==> src/rtl/led_pwm_wb.sv <==
// Wishbone-attached multi-channel PWM LED controller with prescaler,
// period-aligned duty updates and triangle-wave breathing modulation.
module led_pwm_wb #(
  parameter int unsigned N_CH  = 3,
  parameter int unsigned PW    = 8,
  parameter int unsigned PRE_W = 12,
  parameter int unsigned DW    = 32
) (
  input  logic            clk_24m,
  input  logic            rst,
  input  logic [3:0]      wb_addr,
  input  logic [DW-1:0]   wb_wdata,
  output logic [DW-1:0]   wb_rdata,
  input  logic            wb_we,
  input  logic            wb_cyc,
  output logic            wb_ack,
  output logic [N_CH-1:0] pwm_out
);

  localparam int unsigned PRW = 2 * PW + 1;

  typedef enum logic {UP, DOWN} breath_t;

  logic [2:0]       ctrl;
  logic [PRE_W-1:0] presc;
  logic [15:0]      step;
  logic [PW-1:0]    duty [N_CH];
  logic [PW-1:0]    eff  [N_CH];
  logic [PW-1:0]    scaled [N_CH];
  logic [PRW-1:0]   prod [N_CH];

  logic [PRE_W-1:0] pre;
  logic [PW-1:0]    cnt;
  logic [PW-1:0]    lvl, lvl_nxt;
  logic [PW:0]      lvl_p1;
  logic [15:0]      sc, sc_nxt;
  breath_t          state, state_nxt;

  logic en, breathe, inv;
  logic tick, wrap;
  logic acc, wr;
  logic [DW-1:0] rd;
  logic unused_wdata;

  assign en      = ctrl[0];
  assign breathe = ctrl[1];
  assign inv     = ctrl[2];

  assign acc = wb_cyc & ~wb_ack;
  assign wr  = acc & wb_we;

  assign unused_wdata = ^wb_wdata;

  // Register file
  always_ff @(posedge clk_24m or posedge rst) begin
    if (rst) begin
      ctrl  <= '0;
      presc <= '0;
      step  <= '0;
      for (int unsigned i = 0; i < N_CH; i++) duty[i] <= '0;
    end else if (wr) begin
      case (wb_addr)
        4'd0: ctrl  <= wb_wdata[2:0];
        4'd1: presc <= wb_wdata[PRE_W-1:0];
        4'd2: step  <= wb_wdata[15:0];
        default: begin
          for (int unsigned i = 0; i < N_CH; i++)
            if (wb_addr == 4'(4 + i)) duty[i] <= wb_wdata[PW-1:0];
        end
      endcase
    end
  end

  always_comb begin
    rd = '0;
    case (wb_addr)
      4'd0: begin
        rd[2:0]     = ctrl;
        rd[16 +: PW] = lvl;
      end
      4'd1: rd[PRE_W-1:0] = presc;
      4'd2: rd[15:0]      = step;
      default: begin
        for (int unsigned i = 0; i < N_CH; i++)
          if (wb_addr == 4'(4 + i)) rd[PW-1:0] = duty[i];
      end
    endcase
  end

  always_ff @(posedge clk_24m or posedge rst) begin
    if (rst) begin
      wb_ack   <= 1'b0;
      wb_rdata <= '0;
    end else begin
      wb_ack   <= acc;
      wb_rdata <= acc ? rd : '0;
    end
  end

  // Prescaler and period counter
  assign tick = en & (pre == presc);
  assign wrap = tick & (cnt == '1);

  always_ff @(posedge clk_24m or posedge rst) begin
    if (rst) begin
      pre <= '0;
      cnt <= '0;
    end else if (!en) begin
      pre <= '0;
      cnt <= '0;
    end else begin
      pre <= tick ? '0 : pre + PRE_W'(1);
      if (tick) cnt <= cnt + PW'(1);
    end
  end

  // Breathing-scaled duty: (duty * (lvl+1)) >> PW
  assign lvl_p1 = {1'b0, lvl} + (PW + 1)'(1);

  always_comb begin
    for (int unsigned i = 0; i < N_CH; i++) begin
      prod[i]   = PRW'(duty[i]) * PRW'(lvl_p1);
      scaled[i] = prod[i][PW +: PW];
    end
  end

  always_ff @(posedge clk_24m or posedge rst) begin
    if (rst) begin
      for (int unsigned i = 0; i < N_CH; i++) eff[i] <= '0;
    end else begin
      for (int unsigned i = 0; i < N_CH; i++) begin
        if (!en)       eff[i] <= duty[i];
        else if (wrap) eff[i] <= breathe ? scaled[i] : duty[i];
      end
    end
  end

  always_ff @(posedge clk_24m or posedge rst) begin
    if (rst) begin
      pwm_out <= '0;
    end else begin
      for (int unsigned i = 0; i < N_CH; i++)
        pwm_out[i] <= en ? ((cnt < eff[i]) ^ inv) : inv;
    end
  end

  // Breathing state machine
  always_ff @(posedge clk_24m or posedge rst) begin
    if (rst) begin
      state <= UP;
      lvl   <= '0;
      sc    <= '0;
    end else begin
      state <= state_nxt;
      lvl   <= lvl_nxt;
      sc    <= sc_nxt;
    end
  end

  // Level is only preset to full while running, so it keeps its reset value until first enable
  always_comb begin
    state_nxt = state;
    lvl_nxt   = lvl;
    sc_nxt    = sc;
    if (!en) begin
      sc_nxt = '0;
    end else if (!breathe) begin
      lvl_nxt   = '1;
      sc_nxt    = '0;
      state_nxt = DOWN;
    end else if (wrap) begin
      if (sc == step) begin
        sc_nxt = '0;
        case (state)
          UP: begin
            if (lvl == '1) begin
              state_nxt = DOWN;
              lvl_nxt   = lvl - PW'(1);
            end else begin
              lvl_nxt = lvl + PW'(1);
            end
          end
          DOWN: begin
            if (lvl == '0) begin
              state_nxt = UP;
              lvl_nxt   = lvl + PW'(1);
            end else begin
              lvl_nxt = lvl - PW'(1);
            end
          end
          default: state_nxt = UP;
        endcase
      end else begin
        sc_nxt = sc + 16'd1;
      end
    end
  end

endmodule
==> config.mk <==
export PLATFORM = sky130hd
export DESIGN_NAME = led_pwm_wb
export DESIGN_NICKNAME = d
export VERILOG_FILES = /design/src/rtl/led_pwm_wb.sv
export SDC_FILE = /design/constraint.sdc
export NUM_CORES = 1
export LEC_CHECK = 0
export BUFFER_PORTS_ARGS = -buffer_cell sky130_fd_sc_hd__buf_4
export CORE_MARGIN = 3
export CORE_UTILIZATION = 50
export DETAILED_ROUTE_END_ITERATION = 12
export PLACE_DENSITY = 0.7
export SYNTH_ARGS = -nofsm -noshare
export SYNTH_HDL_FRONTEND = slang
export SYNTH_SLANG_ARGS = --single-unit
==> constraint.sdc <==
create_clock -name clk_24m -period 5.8 [get_ports clk_24m]
set_input_delay 1.16 -clock clk_24m [delete_from_list [all_inputs] [get_ports clk_24m]]
set_output_delay 1.16 -clock clk_24m [all_outputs]
set_load 0.1 [all_outputs]
==> summary.txt <==
Outcome
  – Outcome: completed

Setup path
  – Most used cell, CP: fa_1
  – Worst EP required: 6.11 ns
  – Crit-path slowest cell: fa_1
  – Critical Path Sink Type: flop
  – CP Buf/Inv Count: 4
  – Critical path type: flop to flop
  – Worst-path fanout max: 24
  – CP Launch Type: flop
  – CP Data Arrival Time: 5.90 ns
  – Crit-path cells: ha_4, and3_1, nand3_1, xnor2_2, buf_12, and2_1, fa_1, fa_1, fa_1, inv_1, fa_1, inv_1, ha_1, a21o_1, a21oi_1, nor2b_1, a311oi_2, buf_4, o21ai_0, xnor2_1, a221o_1
  – Max incr delay on CP: 0.55 ns
  – Cell family with most CP delay: adder cells

Global route
  – Pin count of the biggest net entering global routing: 97
  – Initial antenna violation count: 0
  – Vias in the first global route: 11265
  – Total GRT Usage: 23.6%
  – Total grt overflow: 0
  – First-pass GRT wire length: 57900 um

Route
  – Highest Signal Layer: met4
  – Post-route ant nets: 0
  – Routed wl met3: 1560 um
  – Total wire length: 34700 um
  – Drt initial violations: 777
  – Met2 routed wirelength: 17000 um
  – First-pass iteration count of the detailed router: 5
  – Vias: 10643
  – Vias/cell: 5.56
  – Wire length per cell: 18.1 um
  – DRC Markers: 0
  – Met1 WL: 15100 um

Die
  – Core area: 27300 um2
  – Initial Util: 51.7%
  – Num rows: 60
  – Die Area: 30300 um2
  – Num ports: 76
  – Die width: 174 um
  – Die Span Y: 174 um

Timing
  – Slew headroom: 39.3%
  – Tcrit/Tclk final: 96.5%
  – Clock skew: 0.0144 ns
  – Highest Clock Rate: 0.179 GHz
  – Worst hold margin: 0.491 ns
  – Min Tclk post-route: 5.60 ns
  – Final Hold Fails: 0
  – Worst Tran Pin Value: 0.910 ns
  – Final WS setup: 0.204 ns
  – Slew Limit Fails: 0
  – Final setup viols: 0

Layout
  – Area growth from synthesis to layout: 10.9%
  – Post-Layout Cell Count: 1913
  – Final Instance Area: 15700 um2
  – Share of layout cells above drive strength 1: 13.2%
  – Diode count: 0
  – Final net count: 1811
  – Fillers: 2386

Placed design
  – Cells after DPL: 1877
  – # port buffers: 51
  – DP HPWL: 25700 um
  – Pre-CTS setup slack: 0.0867 ns
  – Placed Instance Area: 15000 um2
  – Routability cong.: 0.871

Synthesis
  – Number of synthesized flops with an enable pin: 0
  – Post-Syn Area: 14100 um2
  – Post-synthesis cell count: 1500
  – Yosys warning count: 0
  – Post-Syn Area per Cell: 9.42 um2
  – Cell variety after synth: 57
  – Seq cells post-synth: 152
  – Async S/R FF share, synth: 100%
  – Sequential cell area fraction in the yosys report: 26.9%
  – Post-synth top flop: dfrtp_1

Clocking
  – Root Buffer: clkbuf_16
  – CTS max path bufs: 2
  – TritonCTS clock tree: yes
  – Worst-Skew Late Latency: 0.43 ns
  – Total CTS buffers: 17
  – CTS H-Tree Depth: 4
  – Hold Buf Count CTS: 0
  – Clock-pin slew on the worst setup and hold paths: 0.07 ns
  – Num Clock Sinks: 152

Power
  – Total power: 0.00449 W
  – Leakage: 7.87 nW
  – Power Dens Cells: 287 nW/um2
  – VDD IR max: 0.000232 V

Run
  – Max Cap Viol: 0

Worst hold path
  – Hold Path Class: flop to flop
==> sequential cells by signal (all words and copies together) (netlist names), 8 cells and up <==
register and count:
cnt 8, sc 16, presc 12, step 16, duty 24, eff 24
wb_rdata 24, lvl 8, pre 12
==> cells in the final DEF (no fill, tap or decap), types with 8 or more instances in the layout <==
master       n
clkbuf_16   17
xnor2_1     64
a31oi_1     10
nand3b_1    10
nor2b_1     23
nor2_1      72
inv_1      159
dfrtp_1    150
nand4_1     20
conb_1       8
fa_1       120
nor3_1      11
xor2_1      21
o21ai_0     34
and2_1     155
nand2_1    116
mux2_2      61
buf_4       88
nand3_1     26
a21o_1      14
a211oi_1     8
ha_1       122
and3_1      34
a21oi_1     79
==> area by class of cell <==
cell class              instances  area (um2)  share of cell area, %
multi-input cells            1105        9430                   60.2
well taps                     372         465                   2.97
clock inverters                15         201                   1.29
inverters                     160         606                   3.87
clock buffers                  17         425                   2.72
flip-flops and latches        152        3810                   24.3
repair buffers                 92         732                   4.67
==> power breakdown <==
part	internal, W	switching [W]	total [W]	leakage (nW)
logic	0.000776	0.00115	0.00192	5.56
clock network	0.000696	0.000496	0.00119	0.310
registers	0.00119	0.000189	0.00138	1.99
==> timing repair <==
item	4_1_cts	5_1_grt
setup endpoints to repair	0	12
resized for setup	0	14
buffers inserted	0	4
==> through the flow <==
step                      util (%)  TNS [ns]
final                         57.3         0
after global routing          57.3   -0.0522
after CTS                     57.0         0
after detailed placement      54.7         0
after global placement        54.7         0
after floorplan                  -         0
==> worst paths after layout <==
| kind | from | cells after the start | endpoint | slack, ns |
|---|---|---|---|---|
| hold / removal | eff[2] | 2 | eff[2] | 0.49 |
| max in group asynchronous | rst | 3 | lvl[0] | 3.59 |
| min in group asynchronous | rst | 2 | pre[0] | 0.93 |
| setup reg to reg | lvl[1] | 21 | eff[7] | 0.20 |
| setup / recovery | lvl[1] | 21 | eff[7] | 0.20 |
| hold reg to reg | eff[2] | 2 | eff[2] | 0.49 |
==> layer usage <==
layer,global-route usage [%],up-vias
met5,0,-
met4,7.61,0
met3,2.69,59
met2,39.9,291
met1,31.8,5333
li1,-,4960
==> kinds of logic after synthesis <==
group	Yosys count	synth area share [%]
simple gates	504	19.1
buf+inv	250	6.93
fa+ha+maj	243	27.9
compound gates	197	8.46
flops	152	26.9
xor+xnor	88	5.46
mux	65	5.15
other cells	1	0.0266
==> synth_stat cells, types with 5 or more instances <==
cell type / instances / area (um2)
nor2_1: 73 / 274
a21oi_1: 79 / 395
xnor2_1: 66 / 578
a31oi_1: 10 / 62.6
and2_1: 155 / 970
clkbuf_1: 73 / 274
inv_1: 160 / 601
nand2_1: 116 / 435
o21ai_0: 36 / 180
o21bai_1: 7 / 52.6
a311oi_1: 6 / 52.6
buf_4: 9 / 67.6
nand2b_1: 7 / 43.8
ha_1: 123 / 1540
xor2_1: 22 / 193
or3_1: 5 / 31.3
a22oi_1: 7 / 52.6
and3_1: 34 / 213
buf_2: 5 / 25.0
nand4_1: 20 / 125
a211oi_1: 8 / 60.1
o21a_1: 5 / 37.5
o22ai_1: 6 / 37.5
nand3b_1: 10 / 75.1
nor3_1: 11 / 55.1
nand3_1: 27 / 135
nor2b_1: 23 / 144
a21o_1: 14 / 105
fa_1: 120 / 2400
dfrtp_1: 152 / 3800
mux2_2: 61 / 687
==> tightest hold or removal path: cells and delay by family, from the launching register on <==
family	cells	cell delay, ns
flip-flops	1	0.35
AO/OA/AOI/OAI	1	0.06
AND/OR/NAND/NOR	1	0.05
No activity file was read; power rests on OpenSTA's default activity.
